File: config.mk
export PLATFORM = sky130hd
export DESIGN_NAME = genius_ctrl_gen
export DESIGN_NICKNAME = d
export VERILOG_FILES = /design/src/rtl/genius_ctrl_gen_pkg.sv /design/src/rtl/genius_idle_timer.sv /design/src/rtl/genius_ctrl_gen.sv
export SDC_FILE = /design/constraint.sdc
export NUM_CORES = 1
export LEC_CHECK = 0
export CAP_MARGIN = 25
export CORE_UTILIZATION = 30
export DETAILED_ROUTE_END_ITERATION = 8
export GPL_TIMING_DRIVEN = 0
export HOLD_SLACK_MARGIN = 0.12
export PLACE_DENSITY = 0.55
export SLEW_MARGIN = 0
export SYNTH_ARGS = -nofsm -noshare
export SYNTH_HDL_FRONTEND = slang
export SYNTH_SLANG_ARGS = --single-unit
File: constraint.sdc
create_clock -name CLOCK -period 2.4 [get_ports CLOCK]
set_input_delay 0.48 -clock CLOCK [delete_from_list [all_inputs] [get_ports CLOCK]]
set_output_delay 0.48 -clock CLOCK [all_outputs]
set_load 0.1 [all_outputs]
File: src/rtl/genius_ctrl_gen_pkg.sv
`default_nettype none
// ============================================================================
// Module   : genius_ctrl_gen_pkg
// Purpose  : Shared types for the Genius game controller: FSM state encoding,
//            the datapath control bundle, and the per-state control decode.
// Ports    : none (package)
// Revision : 1.0 - initial release
// ============================================================================
package genius_ctrl_gen_pkg;

  typedef enum logic [2:0] {
    S_INIT       = 3'd0,
    S_SETUP      = 3'd1,
    S_PLAY_FPGA  = 3'd2,
    S_PLAY_USER  = 3'd3,
    S_CHECK      = 3'd4,
    S_NEXT_ROUND = 3'd5,
    S_LOSE       = 3'd6,
    S_RESULT     = 3'd7
  } state_t;

  // Datapath control strobes, held in registers alongside the state.
  typedef struct packed {
    logic r1;
    logic r2;
    logic e1;
    logic e2;
    logic e3;
    logic e4;
    logic sel;
  } ctrl_t;

  // Value driven while reset is asserted: only the game registers are reset.
  localparam ctrl_t C_CTRL_RESET = 7'b100_0000;

  // Control strobes for the state being entered. lose_r2 selects whether a
  // LOSE cycle resets the per-round user registers (a retry follows) or not
  // (the game is over and the user entry must stay visible).
  function automatic ctrl_t ctrl_of(input state_t s, input logic lose_r2);
    ctrl_t c;
    c = '0;
    case (s)
      S_INIT:       begin c.r1 = 1'b1; c.r2 = 1'b1; end
      S_SETUP:      c.e1 = 1'b1;
      S_PLAY_FPGA:  c.e2 = 1'b1;
      S_PLAY_USER:  c.e3 = 1'b1;
      S_NEXT_ROUND: c.r2 = 1'b1;
      S_LOSE:       c.r2 = lose_r2;
      S_RESULT:     begin c.e4 = 1'b1; c.sel = 1'b1; end
      default:      c = '0;
    endcase
    return c;
  endfunction

endpackage
`default_nettype wire

File: src/rtl/genius_idle_timer.sv
`default_nettype none
// ============================================================================
// Module   : genius_idle_timer
// Purpose  : User-inactivity timer. Counts cycles while running, restarts on
//            any key press, flags expiry on the TIMEOUT-th idle cycle.
// Ports    : clk, rst         clock / asynchronous active-high reset
//            i_clear          force count to zero
//            i_run            count this cycle
//            i_key_press      user activity; restarts the count
//            o_expired        combinational pulse: last allowed idle cycle
// Revision : 1.0 - initial release
// ============================================================================
module genius_idle_timer #(
  parameter int TW      = 26,
  parameter int TIMEOUT = 50_000_000
) (
  input  logic clk,
  input  logic rst,
  input  logic i_clear,
  input  logic i_run,
  input  logic i_key_press,
  output logic o_expired
);

  localparam logic [TW-1:0] C_LAST = TW'(TIMEOUT - 1);

  logic [TW-1:0] r_count;

  always_ff @(posedge clk or posedge rst) begin
    if (rst) begin
      r_count <= '0;
    end else if (i_clear) begin
      r_count <= '0;
    end else if (i_run) begin
      r_count <= i_key_press ? '0 : r_count + TW'(1);
    end
  end

  // A key press in the expiry cycle rescues the user.
  assign o_expired = i_run & ~i_key_press & (r_count == C_LAST);

endmodule
`default_nettype wire

File: src/rtl/genius_ctrl_gen.sv
`default_nettype none
// ============================================================================
// Module   : genius_ctrl_gen
// Purpose  : Genius (Simon) game controller. Sequences FPGA playback, user
//            entry, check and result phases; drives datapath resets/enables;
//            tracks round, lives and an internal inactivity timeout.
// Ports    : CLOCK, reset     clock / asynchronous active-high reset
//            enter            start / confirm pulse
//            end_FPGA         playback of current sequence finished
//            end_User         user entry of current sequence finished
//            key_press        user activity this cycle
//            match            user sequence equals FPGA sequence (CHECK)
//            R1, R2           reset game regs / per-round user regs
//            E1..E4           setup / FPGA counter / user entry / result enables
//            SEL              display mux (1 = result view)
//            round, lives     status (round is 0-based)
//            victory, defeat  game outcome, valid in RESULT
// Revision : 1.0 - initial release
// ============================================================================
module genius_ctrl_gen #(
  parameter int N_ROUNDS  = 16,
  parameter int RW        = 4,
  parameter int MAX_LIVES = 3,
  parameter int TIMEOUT   = 50_000_000,
  parameter int TW        = 26
) (
  input  logic          CLOCK,
  input  logic          reset,
  input  logic          enter,
  input  logic          end_FPGA,
  input  logic          end_User,
  input  logic          key_press,
  input  logic          match,
  output logic          R1,
  output logic          R2,
  output logic          E1,
  output logic          E2,
  output logic          E3,
  output logic          E4,
  output logic          SEL,
  output logic [RW-1:0] round,
  output logic [2:0]    lives,
  output logic          victory,
  output logic          defeat
);

  import genius_ctrl_gen_pkg::*;

  localparam logic [RW-1:0] C_LAST_ROUND = RW'(N_ROUNDS - 1);
  localparam logic [2:0]    C_MAX_LIVES  = 3'(MAX_LIVES);

  state_t        r_state;
  ctrl_t         r_ctrl;
  logic [RW-1:0] r_round;
  logic [2:0]    r_lives;
  logic          r_victory;
  logic          r_defeat;
  logic          w_expired;
  logic          w_in_user;
  logic          w_lose_r2;

  assign w_in_user = (r_state == S_PLAY_USER);
  // A loss resets the user registers only when a retry will follow.
  assign w_lose_r2 = (r_lives != 3'd1);

  genius_idle_timer #(
    .TW      (TW),
    .TIMEOUT (TIMEOUT)
  ) u_idle_timer (
    .clk         (CLOCK),
    .rst         (reset),
    .i_clear     (~w_in_user),
    .i_run       (w_in_user),
    .i_key_press (key_press),
    .o_expired   (w_expired)
  );

  // Control strobes are registered together with the state, decoded for the
  // state being entered, so every output is glitch-free and changes on the
  // same edge as the state. After an async reset the INIT cycle shows R1 only.
  always_ff @(posedge CLOCK or posedge reset) begin
    if (reset) begin
      r_state   <= S_INIT;
      r_ctrl    <= C_CTRL_RESET;
      r_round   <= '0;
      r_lives   <= C_MAX_LIVES;
      r_victory <= 1'b0;
      r_defeat  <= 1'b0;
    end else begin
      case (r_state)
        S_INIT: begin
          r_victory <= 1'b0;
          r_defeat  <= 1'b0;
          r_state   <= S_SETUP;
          r_ctrl    <= ctrl_of(S_SETUP, 1'b0);
        end
        S_SETUP: begin
          r_round <= '0;
          r_lives <= C_MAX_LIVES;
          if (enter) begin
            r_state <= S_PLAY_FPGA;
            r_ctrl  <= ctrl_of(S_PLAY_FPGA, 1'b0);
          end
        end
        S_PLAY_FPGA: begin
          if (end_FPGA) begin
            r_state <= S_PLAY_USER;
            r_ctrl  <= ctrl_of(S_PLAY_USER, 1'b0);
          end
        end
        S_PLAY_USER: begin
          // Finishing the entry takes priority over a simultaneous timeout.
          if (end_User) begin
            r_state <= S_CHECK;
            r_ctrl  <= ctrl_of(S_CHECK, 1'b0);
          end else if (w_expired) begin
            r_state <= S_LOSE;
            r_ctrl  <= ctrl_of(S_LOSE, w_lose_r2);
          end
        end
        S_CHECK: begin
          if (!match) begin
            r_state <= S_LOSE;
            r_ctrl  <= ctrl_of(S_LOSE, w_lose_r2);
          end else if (r_round == C_LAST_ROUND) begin
            r_victory <= 1'b1;
            r_state   <= S_RESULT;
            r_ctrl    <= ctrl_of(S_RESULT, 1'b0);
          end else begin
            r_state <= S_NEXT_ROUND;
            r_ctrl  <= ctrl_of(S_NEXT_ROUND, 1'b0);
          end
        end
        S_NEXT_ROUND: begin
          if (r_round != C_LAST_ROUND) begin
            r_round <= r_round + RW'(1);
          end
          r_state <= S_PLAY_FPGA;
          r_ctrl  <= ctrl_of(S_PLAY_FPGA, 1'b0);
        end
        S_LOSE: begin
          if (r_lives != 3'd0) begin
            r_lives <= r_lives - 3'd1;
          end
          if (r_lives <= 3'd1) begin
            r_defeat <= 1'b1;
            r_state  <= S_RESULT;
            r_ctrl   <= ctrl_of(S_RESULT, 1'b0);
          end else begin
            r_state <= S_PLAY_FPGA;
            r_ctrl  <= ctrl_of(S_PLAY_FPGA, 1'b0);
          end
        end
        S_RESULT: begin
          if (enter) begin
            r_victory <= 1'b0;
            r_defeat  <= 1'b0;
            r_state   <= S_INIT;
            r_ctrl    <= ctrl_of(S_INIT, 1'b0);
          end
        end
        default: begin
          r_state <= S_INIT;
          r_ctrl  <= ctrl_of(S_INIT, 1'b0);
        end
      endcase
    end
  end

  assign R1      = r_ctrl.r1;
  assign R2      = r_ctrl.r2;
  assign E1      = r_ctrl.e1;
  assign E2      = r_ctrl.e2;
  assign E3      = r_ctrl.e3;
  assign E4      = r_ctrl.e4;
  assign SEL     = r_ctrl.sel;
  assign round   = r_round;
  assign lives   = r_lives;
  assign victory = r_victory;
  assign defeat  = r_defeat;

endmodule
`default_nettype wire

==> flow_summary.yaml <==
routing:
  first_pass_iters: 4
  dr.first_iter.drc_count: 75
  wire_per_inst_um: 14.0
  ant_nets: 0
  vias_per_cell: 4.99
  drt_wl_total_um: 5340
  vias: 1905
  drc: 0
flow_run:
  cap_violations: 0
clock_network:
  clock_sinks: 44
  holdBufCountCts: 0
  cts_max_level: 2
  cts_buffers: 5
  clk_pin_slew_ns: 0.09
  clock_path_buffers: 2
  postCtsSetupRepairBufs: 0
  clockRootBuffer: "clkbuf_8"
  cts_tree: "built"
  cts_resized: 6
  clk_latency_ns: 0.30
grt:
  grt_pass1_vias: 1880
  antenna_found_initial: 0
  grt_max_degree: 41
  grt-ovfl-total: 0
  grtUsageTotal_pct: 14.4
  grt_pass1_wl_um: 9290
worst_setup_path:
  r2r_start: "u_idle_timer.r_count[0]"
  path_class: "register to primary output"
  rr_endpoint: "r_state[1]"
  critical_path_arrival_ns: 1.87
  rr_worst_depth: 6
  end_kind: "primary output"
  critPathBufInv: 1
  path_cells: "clkdlybuf4s50_1"
  required_ns: 1.92
  reg2reg_slack_ns: 0.42
  path_max_fanout: 3
  cp_top_family: "buffers and inverters"
  critPathLaunchType: "register"
  cpPeakStageDelay_ns: 1.16
  cpMaxStageDelayCell: "clkdlybuf4s50_1"
timing:
  worst_pin_slew_ns: 0.974
  fin_skew_ns: 0.00845
  hold_viol_final: 0
  period_share_pct: 97.8
  rsz0062_at_grt: "no"
  min_period_ns: 2.35
  timing.fmax_mhz: 426
  setup_viol: 0
  timing.hold.ws_ns: 0.374
  relSlewSlack_pct: 34.8
  finalMaxSlewViolations: 0
floorplanning:
  fp.dieH_um: 90.7
  core_um2: 7450
  die-area_um2: 8230
  start_util_pct: 31.7
  pin_count: 23
  die-width_um: 90.7
  num_rows: 31
power:
  leakagePower_nw: 1.19
  total_power_w: 0.00283
  max-vdd-ir-drop_mv: 0.597
  power.density_nw_per_um2: 1010
yosys:
  synth_flop_cell: "dfrtp_1"
  netlist-cell-type-count: 47
  synth_edf_count: 0
  synth-seq-cells: 44
  yosysWarnings: 0
  syn_area_um2: 2360
  seq_area_frac_synth_pct: 46.8
  syn-num-nets: 264
  async_reset_ff_share_pct: 100
  synthCells: 252
  avgSynthCellArea_um2: 9.37
layout:
  post-route-util_pct: 37.7
  nets: 294
  postLayoutCellArea_um2: 2810
  layout-drive-gt1-share_pct: 8.48
  fillers: 767
  regArea_um2: 1100
  diodes: 0
  multi_input_area_um2: 1160
  syn_to_final_growth_pct: 18.9
place:
  dpl-instance-area_um2: 2730
  io_buffer_count: 22
  dpl.hpwl_um: 3850
  gp_congestion: 0.766
status:
  status: "finished clean"
hold_path:
  hold_path_class: "input port to async pin"
[worst max path at each step]
stage / from / endpoint / depth (start not counted)
4_1_cts: round[2] / round[2] / 1
6_report: E4 / E4 / 1
3_5_place_dp: key_press / r_state[1] / 6
2_1_floorplan: round[0] / round[3] / 5
3_3_place_gp: reset / u_idle_timer.r_count[14] / 2
5_1_grt: E4 / E4 / 1
[layout by cell type, fill, tap and decap left out, types with 3 or more instances in the layout]
master,count
dfrtp_1,41
or3_1,4
clkdlybuf4s50_1,14
a21oi_1,9
clkbuf_8,5
clkbuf_1,8
dlygate4sd2_1,6
nand2b_1,4
nand4_1,10
dfstp_2,3
nor3_1,5
nand2_1,22
nand3_1,13
o21ai_0,15
ha_1,5
inv_1,12
xor2_1,15
nor2_1,39
xnor2_1,7
[area by class of cell]
type	count	area share, %
Tap cell	99	4.41
Multi-Input combinational cell	185	41.4
Inverter	13	1.74
Clock inverter	2	0.445
Sequential cell	44	39.3
Buffer	10	1.65
Timing Repair Buffer	23	8.46
Clock buffer	6	2.58
[state kept, by name, indices dropped and copies added (netlist names)]
signal                count
E4                        1
E3                        1
R1                        1
E2                        1
victory                   1
u_idle_timer.r_count     26
R2                        1
defeat                    1
round                     4
lives                     3
E1                        1
r_state                   3
[cells in the mapped netlist (5+ instances only)]
| cell | count | share of area, % |
|---|---|---|
| nor3_1 | 5 | 1.1 |
| nand2_1 | 22 | 3.5 |
| nor2_1 | 39 | 6.2 |
| nand4_1 | 10 | 2.6 |
| xor2_1 | 15 | 5.6 |
| nand3_1 | 13 | 2.8 |
| xnor2_1 | 7 | 2.6 |
| clkbuf_1 | 7 | 1.1 |
| o21ai_0 | 15 | 3.2 |
| dfrtp_1 | 41 | 43 |
| inv_1 | 13 | 2.1 |
| ha_1 | 5 | 2.6 |
| a21oi_1 | 9 | 1.9 |
[where the power goes]
| part | switching [W] | leakage, nW | total [W] | internal [W] |
|---|---|---|---|---|
| combinational | 0.00102 | 0.553 | 0.00140 | 0.000382 |
| clock | 0.000269 | 0.0412 | 0.000473 | 0.000204 |
| sequential | 0.0000968 | 0.592 | 0.000955 | 0.000859 |
| total | 0.00139 | 1.19 | 0.00283 | 0.00144 |
[cell families (layout without fill, tap and decap cells)]
kind of cell	count (synthesis)	after routing	synth area share [%]
fa+ha+maj	5	5	2.65
compound gates	44	44	12.7
simple gates	111	111	24.0
xor+xnor	22	22	8.16
buf+inv	23	54	4.03
mux	3	3	1.69
flops	44	44	46.8
[layer usage]
layer,GRT usage (%),routed length (um)
met5,0,0
met4,5.11,47
met2,21.7,2360
met3,2.86,196
met1,20.3,2730
[stage by stage]
stage | setup slack [ns] | std cells | setup TNS, ns
floorplan | 0.418 | 252 | 0
global placement | -0.125 | 373 | -5.02
detailed placement | 0.190 | 374 | 0
CTS | 0.0149 | 382 | 0
global route | 0.0187 | 382 | 0
finish | 0.0528 | 382 | 0
(Power assumes the default switching activity.)
